## src/rtl/moesi_pkg.sv

```systemverilog
// Shared encodings and response record types for the MOESI state array.
package moesi_pkg;

    localparam logic [2:0] ST_M = 3'b000;
    localparam logic [2:0] ST_O = 3'b001;
    localparam logic [2:0] ST_E = 3'b010;
    localparam logic [2:0] ST_S = 3'b011;
    localparam logic [2:0] ST_I = 3'b100;

    localparam logic [3:0] SNP_RD    = 4'b0001;
    localparam logic [3:0] SNP_RDINV = 4'b0111;
    localparam logic [3:0] SNP_INV   = 4'b1101;

    localparam logic [1:0] OP_RD_HIT = 2'b00;
    localparam logic [1:0] OP_WR_HIT = 2'b01;
    localparam logic [1:0] OP_FILL   = 2'b10;
    localparam logic [1:0] OP_EVICT  = 2'b11;

    typedef struct packed {
        logic       valid;
        logic [2:0] prev;
        logic [2:0] next;
        logic       need_inv;
        logic       wb;
        logic       err;
    } cpu_rsp_t;

    typedef struct packed {
        logic       valid;
        logic [2:0] state;
        logic       supply;
        logic       dirty;
    } snp_rsp_t;

    localparam cpu_rsp_t CPU_RSP_IDLE = '{valid: 1'b0, prev: ST_I, next: ST_I,
                                          need_inv: 1'b0, wb: 1'b0, err: 1'b0};
    localparam snp_rsp_t SNP_RSP_IDLE = '{valid: 1'b0, state: ST_I,
                                          supply: 1'b0, dirty: 1'b0};

    // Only M and O own data that memory does not have; S is always clean.
    function automatic logic is_dirty(input logic [2:0] st);
        return (st == ST_M) || (st == ST_O);
    endfunction

    function automatic logic can_supply(input logic [2:0] st);
        return (st == ST_M) || (st == ST_O) || (st == ST_E);
    endfunction

endpackage

```

## src/rtl/moesi_transition.sv

```systemverilog
// Pure combinational next-state and flag logic for one CPU and one snoop transition.
module moesi_transition
    import moesi_pkg::*;
(
    input  logic [1:0] cpu_op,
    input  logic [2:0] cpu_prev,
    input  logic       cpu_from_bus,
    input  logic       cpu_shared,
    output logic [2:0] cpu_next,
    output logic       cpu_wr,
    output logic       cpu_need_inv,
    output logic       cpu_wb,
    output logic       cpu_err,
    input  logic [3:0] snp_type,
    input  logic       snp_hit,
    input  logic [2:0] snp_prev,
    output logic [2:0] snp_next,
    output logic       snp_wr,
    output logic       snp_supply,
    output logic       snp_dirty
);

    always_comb begin
        cpu_next     = cpu_prev;
        cpu_wr       = 1'b0;
        cpu_need_inv = 1'b0;
        cpu_wb       = 1'b0;
        cpu_err      = 1'b0;
        case (cpu_op)
            OP_RD_HIT: cpu_err = (cpu_prev == ST_I);
            OP_WR_HIT: begin
                // A hit on an invalid line is a controller bug: flag it and leave the array alone.
                if (cpu_prev == ST_I) begin
                    cpu_err = 1'b1;
                end else begin
                    cpu_next     = ST_M;
                    cpu_wr       = 1'b1;
                    cpu_need_inv = (cpu_prev == ST_S) || (cpu_prev == ST_O);
                end
            end
            OP_FILL: begin
                cpu_next = (cpu_from_bus || cpu_shared) ? ST_S : ST_E;
                cpu_wr   = 1'b1;
            end
            default: begin
                cpu_next = ST_I;
                cpu_wr   = 1'b1;
                cpu_wb   = is_dirty(cpu_prev);
            end
        endcase
    end

    always_comb begin
        snp_next   = snp_prev;
        snp_wr     = 1'b0;
        snp_supply = 1'b0;
        snp_dirty  = is_dirty(snp_prev);
        case (snp_type)
            SNP_RD: begin
                snp_supply = can_supply(snp_prev);
                snp_wr     = snp_hit;
                if (snp_prev == ST_E) begin
                    snp_next = ST_S;
                end else if (snp_prev == ST_M) begin
                    snp_next = ST_O;
                end
            end
            SNP_RDINV: begin
                snp_supply = can_supply(snp_prev);
                snp_wr     = snp_hit;
                snp_next   = ST_I;
            end
            SNP_INV: begin
                snp_wr   = snp_hit;
                snp_next = ST_I;
            end
            default: snp_next = snp_prev;
        endcase
    end

endmodule

```

## src/rtl/moesi_state_array.sv

```systemverilog
// Per-set/per-way MOESI state store with one CPU and one snoop update per cycle.
module moesi_state_array
    import moesi_pkg::*;
#(
    parameter int NUM_SETS = 16,
    parameter int NUM_WAYS = 2,
    parameter int IDX_W    = $clog2(NUM_SETS),
    parameter int WAY_W    = $clog2(NUM_WAYS)
) (
    input  logic             ACLK,
    input  logic             ARESETn,
    input  logic             cpu_valid,
    output logic             cpu_ready,
    input  logic [1:0]       cpu_op,
    input  logic [IDX_W-1:0] cpu_index,
    input  logic [WAY_W-1:0] cpu_way,
    input  logic             cpu_from_bus,
    input  logic             cpu_shared,
    output logic [2:0]       cpu_cur_state,
    output logic             cpu_resp_valid,
    output logic [2:0]       cpu_prev_state,
    output logic [2:0]       cpu_next_state,
    output logic             cpu_need_inv,
    output logic             cpu_wb,
    output logic             cpu_err,
    input  logic             snp_valid,
    input  logic [3:0]       snp_type,
    input  logic [IDX_W-1:0] snp_index,
    input  logic             snp_hit,
    input  logic [WAY_W-1:0] snp_way,
    output logic             snp_resp_valid,
    output logic [2:0]       snp_resp_state,
    output logic             snp_resp_supply,
    output logic             snp_resp_dirty
);

    localparam int ENTRIES = NUM_SETS * NUM_WAYS;

    logic [2:0] state_q [ENTRIES];
    logic [2:0] state_d [ENTRIES];

    logic [IDX_W+WAY_W-1:0] cpu_addr;
    logic [IDX_W+WAY_W-1:0] snp_addr;
    logic [2:0] cpu_prev;
    logic [2:0] snp_prev;
    logic       collision;
    logic       cpu_accept;
    logic       snp_apply;

    logic [2:0] t_cpu_next;
    logic       t_cpu_wr;
    logic       t_cpu_need_inv;
    logic       t_cpu_wb;
    logic       t_cpu_err;
    logic [2:0] t_snp_next;
    logic       t_snp_wr;
    logic       t_snp_supply;
    logic       t_snp_dirty;

    cpu_rsp_t cpu_rsp_q, cpu_rsp_d;
    snp_rsp_t snp_rsp_q, snp_rsp_d;

    assign cpu_addr = {cpu_index, cpu_way};
    assign snp_addr = {snp_index, snp_way};
    assign cpu_prev = state_q[cpu_addr];
    assign snp_prev = snp_hit ? state_q[snp_addr] : ST_I;

    // cpu_valid/cpu_ready: a request transfers on a rising edge where both are high.
    // Ready depends only on the snoop port, so a stalled requester holds valid and payload
    // and is re-evaluated against the post-snoop line state on the following cycle.
    assign collision  = snp_valid && snp_hit && (snp_addr == cpu_addr);
    assign cpu_ready  = !collision;
    assign cpu_accept = cpu_valid && cpu_ready;
    assign snp_apply  = snp_valid && t_snp_wr;

    assign cpu_cur_state = cpu_prev;

    moesi_transition u_transition (
        .cpu_op       (cpu_op),
        .cpu_prev     (cpu_prev),
        .cpu_from_bus (cpu_from_bus),
        .cpu_shared   (cpu_shared),
        .cpu_next     (t_cpu_next),
        .cpu_wr       (t_cpu_wr),
        .cpu_need_inv (t_cpu_need_inv),
        .cpu_wb       (t_cpu_wb),
        .cpu_err      (t_cpu_err),
        .snp_type     (snp_type),
        .snp_hit      (snp_hit),
        .snp_prev     (snp_prev),
        .snp_next     (t_snp_next),
        .snp_wr       (t_snp_wr),
        .snp_supply   (t_snp_supply),
        .snp_dirty    (t_snp_dirty)
    );

    // Both writes can land in one cycle; they never target the same entry because a collision blocks the CPU.
    always_comb begin
        state_d = state_q;
        if (snp_apply) begin
            state_d[snp_addr] = t_snp_next;
        end
        if (cpu_accept && t_cpu_wr) begin
            state_d[cpu_addr] = t_cpu_next;
        end
    end

    always_comb begin
        cpu_rsp_d = CPU_RSP_IDLE;
        if (cpu_accept) begin
            cpu_rsp_d.valid    = 1'b1;
            cpu_rsp_d.prev     = cpu_prev;
            cpu_rsp_d.next     = t_cpu_next;
            cpu_rsp_d.need_inv = t_cpu_need_inv;
            cpu_rsp_d.wb       = t_cpu_wb;
            cpu_rsp_d.err      = t_cpu_err;
        end
    end

    always_comb begin
        snp_rsp_d = SNP_RSP_IDLE;
        if (snp_valid) begin
            snp_rsp_d.valid  = 1'b1;
            snp_rsp_d.state  = snp_prev;
            snp_rsp_d.supply = t_snp_supply;
            snp_rsp_d.dirty  = t_snp_dirty;
        end
    end

    always_ff @(posedge ACLK) begin
        if (!ARESETn) begin
            state_q   <= '{default: ST_I};
            cpu_rsp_q <= CPU_RSP_IDLE;
            snp_rsp_q <= SNP_RSP_IDLE;
        end else begin
            state_q   <= state_d;
            cpu_rsp_q <= cpu_rsp_d;
            snp_rsp_q <= snp_rsp_d;
        end
    end

    assign cpu_resp_valid  = cpu_rsp_q.valid;
    assign cpu_prev_state  = cpu_rsp_q.prev;
    assign cpu_next_state  = cpu_rsp_q.next;
    assign cpu_need_inv    = cpu_rsp_q.need_inv;
    assign cpu_wb          = cpu_rsp_q.wb;
    assign cpu_err         = cpu_rsp_q.err;
    assign snp_resp_valid  = snp_rsp_q.valid;
    assign snp_resp_state  = snp_rsp_q.state;
    assign snp_resp_supply = snp_rsp_q.supply;
    assign snp_resp_dirty  = snp_rsp_q.dirty;

endmodule

```

## config.mk

```make
export PLATFORM = sky130hd
export DESIGN_NAME = moesi_state_array
export DESIGN_NICKNAME = d
export VERILOG_FILES = /design/src/rtl/moesi_pkg.sv /design/src/rtl/moesi_transition.sv /design/src/rtl/moesi_state_array.sv
export SDC_FILE = /design/constraint.sdc
export NUM_CORES = 1
export LEC_CHECK = 0
export CAP_MARGIN = 15
export CORE_UTILIZATION = 65
export DETAILED_ROUTE_END_ITERATION = 8
export DONT_BUFFER_PORTS = 1
export HOLD_SLACK_MARGIN = 0.06
export PLACE_DENSITY_LB_ADDON = 0.05
export SLEW_MARGIN = 20
export SYNTH_ARGS = -nofsm -noshare
export SYNTH_HDL_FRONTEND = slang
export SYNTH_HIERARCHICAL = 1
export SYNTH_SLANG_ARGS = --single-unit
```

## constraint.sdc

```tcl
create_clock -name ACLK -period 4 [get_ports ACLK]
set_clock_uncertainty 0.15 [all_clocks]
set_input_delay 0.8 -clock ACLK [delete_from_list [all_inputs] [get_ports ACLK]]
set_output_delay 0.8 -clock ACLK [all_outputs]
set_load 0.005 [all_outputs]
```

==> reports/metrics.csv, run 1 <==
stage,metric,value,unit
drt,Initial DRC Count,1025,
drt,Pre-antenna DRT Iters,6,
timing,fmax,274,MHz
clocking,clk slew on worst S/H paths,0.08,ns
worst_setup_path,start point of the critical path,cpu_index[1],
clocking,post-CTS setup buffers,0,
worst_setup_path,Critical Path End Type,flop,
yosys,warnings from Yosys,6,
min_path,Hold Path Sink,state_q[11],
yosys,number of synthesized register bits,112,
yosys,post-synthesis async set-or-reset flop share,0,%
floorplan,Die H,109,µm
power_and_ir_drop,clock share of power,41.0,%
worst_setup_path,r2r endpoint,state_q[5],
floorplan,die area,0.0120,mm²
yosys,dominant synthesized flop cell,dfxtp_1,
yosys,sequential share of the synthesized area,29.9,%
worst_setup_path,critical path launch point type,input pin,
min_path,Hold Path Class,in -> reg,
global_route,largest net degree at the start of global routing,102,
finish,"leading cell types in the layout, fill and taps excluded","mux2i_1 (160), dfxtp_1 (112), o21ai_0 (72)",
global_route,initial antenna violation count,0,
global_route,grt total ovfl,0,
power_and_ir_drop,leakage power,2.93,nW
yosys,syn_nets,883,
finish,Nets,814,
run,Max-cap violations,0,
floorplan,Rows,38,
drt,routed len/inst,25.5,µm
finish,final core occ,71.2,%
global_route,GRT Total Usage,40.7,%
clocking,"Clk Latency, worst-skew pair",0.37,ns
timing,Tcrit/Tclk final,91.4,%
clocking,clk root buf,clkbuf_16,
worst_setup_path,Worst Path Arrival,3.82,ns
timing,fin. max-slew vios,0,
place,dpl cells,919,
clocking,CTS sink cnt,112,
power_and_ir_drop,Sw Ratio,27.5,%
drt,via density per instance,7.54,
drt,WL final,23.9,mm
worst_setup_path,reg2reg setup slack,0.84,ns
place,Placer Congestion,0.962,
power_and_ir_drop,Internal,1.73,mW
place,Final HPWL DP,15.0,mm
run_status,status,"finished, final reports clean",
clocking,clk buf depth,2,
clocking,Post-CTS Resized,0,
worst_setup_path,worst-path fanout max,31,
timing,Setup TNS Final,0,ns
clocking,cts bufs inserted,9,
power_and_ir_drop,sw power,656,µW
clocking,CTS tree,built,
clocking,hold buffer count at CTS,0,
worst_setup_path,Reg2Reg Depth,10,
floorplan,Die X,109,µm
floorplan,Starting Density,68.0,%
finish,"commonest non-fill, non-tap cell in the layout",mux2i_1,
yosys,synth unique cells,55,
power_and_ir_drop,combinational group share of total power,11.3,%
drt,DRT antenna net count,0,
yosys,syn avg cell area,8.73,µm²
min_path,start point of the worst hold path,ARESETn,
finish,share of layout cells above drive strength 1,9.42,%
power_and_ir_drop,Sequential Power Share,47.7,%
global_route,vias in the first global route,6433,
finish,Layout area overhead,4.58,%
drt,DRC,0,
finish,n_diodes,0,
drt,Via Count,7062,
timing,relative slew slack,49.3,%
yosys,synthesized area,0.00751,mm²
worst_setup_path,CP required,4.16,ns
power_and_ir_drop,pwr dens,304,mW/mm²
yosys,Post-synth EDFFs,0,
timing,RSZ-0062 raised after global routing,false,
clocking,H-tree depth,3,
yosys,Post-Synthesis Cells,860,
worst_setup_path,FF-to-FF Start,state_q[71],
timing,worst slew pin tran,0.761,ns
power_and_ir_drop,Worst VDD drop,0.432,mV
timing,Final Hold Vio Count,0,
floorplan,io pins,43,
min_path,Hold Crit Depth,1,
global_route,global-route wire length before repair,36.0,mm
timing,"Min Clock Period, post-route",3.65,ns
timing,setup violation total in the final timing report,0,
power_and_ir_drop,overall power,2.39,mW
worst_setup_path,kind of critical path,in -> reg,
finish,fin cells,936,
floorplan,core area,0.0110,mm²
place,port bufs,0,
timing,worst hold slack,0.359,ns
layer usage:
metal / vias to the layer above / global-route usage (%) / wire [µm]
met3: 77 / 9.60 / 2630
li1: 3128 / - / -
met5: - / 0 / 0
met2: 459 / 60.5 / 10500
met4: 0 / 20.4 / 978
met1: 3398 / 55.1 / 9790
registers in the layout (all words and copies together), names as in the netlist:
name and count:
state_q 96, cpu_next_state 3, cpu_prev_state 3, snp_resp_state 3, cpu_err 1, cpu_need_inv 1, cpu_resp_valid 1, cpu_wb 1
snp_resp_dirty 1, snp_resp_supply 1, snp_resp_valid 1
through the flow:
stage,worst slack [ns],cell area (µm²)
floorplan,0.268,7510
finish,0.346,7850
global placement,0.106,7510
global route,0.140,7850
detailed placement,-0.111,7510
CTS,0.271,7820
worst max path at each step:
| stage | to | slack (ns) | cells after the start |
|---|---|---|---|
| global placement | state_q[18] | 0.11 | 11 |
| global route | state_q[55] | 0.14 | 13 |
| CTS | state_q[55] | 0.27 | 12 |
| floorplan | state_q[18] | 0.27 | 15 |
| finish | state_q[55] | 0.35 | 13 |
| detailed placement | state_q[55] | -0.11 | 12 |
Yosys cell counts, drive strengths merged (10+ instances only):
library cell	count	area, µm²
a21oi	11	55.1
and2	11	76.3
buf	42	259
clkbuf	68	262
dfxtp	112	2240
mux2i	160	1600
nand2	21	78.8
nor2	55	206
nor3	48	240
o21a	10	75.1
o21ai	105	526
o22a	22	193
o22ai	34	213
o311a	64	641
kinds of logic after synthesis:
| group | Yosys count | share of synthesized area, % |
|---|---|---|
| AOI/OAI and AO/OA | 266 | 25.1 |
| and+or+nand+nor | 196 | 14.0 |
| buffers and inverters | 113 | 7.08 |
| DFF | 112 | 29.9 |
| muxes | 166 | 23.1 |
| xor gates and xnor gates | 7 | 0.817 |
critical path: stages:
cell and delay (ns):
or3b_2 0.68, o22ai_1 0.32, nor3_1 0.10, o21ai_0 0.28, nor2_1 0.08, nand2_1 0.10
a21o_1 0.13, nand2_1 0.05, nor2_1 0.31, o211ai_4 0.28, buf_16 0.25, o21ai_0 0.20
o311a_1 0.21
final cells by class:
cell class	count	area [µm²]
multi-input cells	635	4810
fillers	892	3180
flip-flops and latches	112	2240
repair buffers	30	295
clock buffers	10	229
well taps	140	175
clock inverters	6	83.8
inverters	3	11.3
power by group through the flow:
stage | clock [mW] | sequential (mW) | combinational (mW)
after floorplan | 0 | 1.16 | 0.234
after detailed placement | 0 | 1.16 | 0.258
after global routing | 1.01 | 1.14 | 0.283
after CTS | 0.982 | 1.14 | 0.259
final | 0.978 | 1.14 | 0.270
after global placement | 0 | 1.16 | 0.252
(Power assumes the default switching activity.)
==> run 2, diff against run 1 <==
CTS_BUF_LIST = sky130_fd_sc_hd__clkbuf_4   (was unset)
clock period = 3.66 ns   (was 4 ns; I/O delays follow)
==> run 2 against run 1 <==
Effect of this change:
- clock power decreased by 40%
- wire length decreased by 4.2%
- via count is 1.2% lower
- core utilization shrank 1.5 points
- final cell count is 0.11% lower
- critical path type is now reg -> reg
- largest power group unchanged
==> reports/metrics.csv, run 2 (synthesis gave the netlist of run 1 again) <==
stage,metric,value,unit
timing,RSZ-0062 raised after global routing,false,
finish,"commonest non-fill, non-tap cell in the layout",mux2i_1,
global_route,GRT Total Usage,39.5,%
min_path,start point of the worst hold path,ARESETn,
floorplan,die area,0.0120,mm²
global_route,largest net degree at the start of global routing,102,
run,Max-cap violations,0,
global_route,vias in the first global route,6330,
run_status,status,"finished, final reports clean",
worst_setup_path,Worst Path Arrival,3.35,ns
timing,fmax,326,MHz
finish,share of layout cells above drive strength 1,9.43,%
timing,Tcrit/Tclk final,83.9,%
clocking,H-tree depth,3,
drt,DRC,0,
worst_setup_path,critical path's slowest cell,or2_2,
drt,Via Count,6974,
clocking,"Clk Latency, worst-skew pair",0.54,ns
drt,routed len/inst,24.4,µm
floorplan,Rows,38,
worst_setup_path,Reg2Reg Depth,9,
clocking,clk buf depth,2,
min_path,Hold Path Sink,state_q[59],
drt,via density per instance,7.46,
global_route,grt total ovfl,0,
worst_setup_path,worst-path fanout max,32,
worst_setup_path,kind of critical path,reg -> reg,
clocking,cts bufs inserted,9,
timing,"Min Clock Period, post-route",3.07,ns
floorplan,Die H,109,µm
finish,"Most flops, register",state_q,
power_and_ir_drop,pwr dens,277,mW/mm²
clocking,CTS tree,built,
min_path,Hold Crit Depth,1,
worst_setup_path,r2r endpoint,state_q[17],
clocking,clk slew on worst S/H paths,0.17,ns
floorplan,core area,0.0110,mm²
place,dpl cell area,0.00756,mm²
place,Final HPWL DP,14.7,mm
clocking,hold buffer count at CTS,0,
finish,max reg flops,96,
worst_setup_path,FF-to-FF Start,state_q[71],
timing,Setup TNS Final,0,ns
clocking,Post-CTS Resized,0,
floorplan,Die X,109,µm
worst_setup_path,Critical Path End Type,flop,
timing,worst hold slack,0.131,ns
finish,n_diodes,0,
timing,worst slew pin tran,0.926,ns
drt,WL final,22.9,mm
timing,Final Hold Vio Count,0,
timing,setup violation total in the final timing report,0,
timing,fin. max-slew vios,0,
power_and_ir_drop,leakage power,2.84,nW
place,Placer Congestion,0.989,
drt,Initial DRC Count,853,
floorplan,Starting Density,68.0,%
finish,"leading cell types in the layout, fill and taps excluded","mux2i_1 (160), dfxtp_1 (112), o21ai_0 (71)",
place,port bufs,0,
worst_setup_path,Critical Path Max Stage Delay,0.67,ns
global_route,global-route wire length before repair,35.1,mm
finish,Layout area overhead,2.32,%
drt,Pre-antenna DRT Iters,8,
finish,Final Cell Area,0.00768,mm²
timing,relative slew slack,38.1,%
worst_setup_path,reg2reg setup slack,0.59,ns
min_path,Hold Path Class,in -> reg,
floorplan,io pins,43,
finish,Nets,813,
worst_setup_path,critical path launch point type,flop,
worst_setup_path,CP cell instances,"nor2b_1, a2111oi_0, a311oi_1, a31oi_1, nand4_1, or2_2, nor3_1, o22a_1, o21ai_1",
clocking,clk root buf,clkbuf_4,
clocking,post-CTS setup buffers,0,
drt,DRT antenna net count,0,
global_route,initial antenna violation count,0,
clocking,CTS sink cnt,112,
finish,filler cell count,897,
worst_setup_path,CP required,3.94,ns
power_and_ir_drop,Worst VDD drop,0.301,mV
==> run 2: stage by stage <==
stage                     total power, mW  util, %  cells  setup slack [ns]
after CTS                            2.12     69.6    935             0.690
after global placement               1.55     68.5    919             0.267
final                                2.13     69.6    935             0.589
after floorplan                      1.53        -    860            0.0787
after global routing                 2.19     69.6    935             0.446
after detailed placement             1.56     68.5    919             0.167
==> run 2: how the worst max path moves through the flow <==
stage          cells past startpoint           to    startpoint
6_report                           9  state_q[17]   state_q[71]
5_1_grt                            9  state_q[32]   state_q[71]
4_1_cts                            9  state_q[17]   state_q[71]
3_5_place_dp                      14  state_q[70]  cpu_index[1]
3_3_place_gp                      13  state_q[45]  cpu_index[1]
2_1_floorplan                     15  state_q[18]  cpu_index[0]
==> run 2: area by class of cell <==
type                    count  area (µm²)  share of cell area [%]
flip-flops and latches    112        2240                    29.2
multi-input cells         635        4810                    62.7
repair buffers             29         318                    4.14
well taps                 140         175                    2.28
inverters                   3        11.3                   0.147
clock inverters             6        45.0                   0.587
clock buffers              10        75.1                   0.978
==> run 2: critical path: cells and delay by family, from the launching register on <==
kind	cells	cell delay (ns)
and+or+nand+nor	4	1.35
DFF	1	0.35
AOI/OAI and AO/OA	5	1.10
==> run 2: layer usage <==
layer  GRT usage (%)  wire length, µm  up-vias
met5               0                0        -
met4            16.8              804        0
met3            10.4             2570       69
met2            59.7            10100      439
met1            53.2             9390     3330
li1                -                -     3136
==> run 2: power by group <==
part / internal [mW] / total (mW) / switching [mW]
clock: 0.149 / 0.589 / 0.440
combinational: 0.108 / 0.293 / 0.185
sequential: 1.24 / 1.25 / 0.0118
total: 1.49 / 2.13 / 0.637
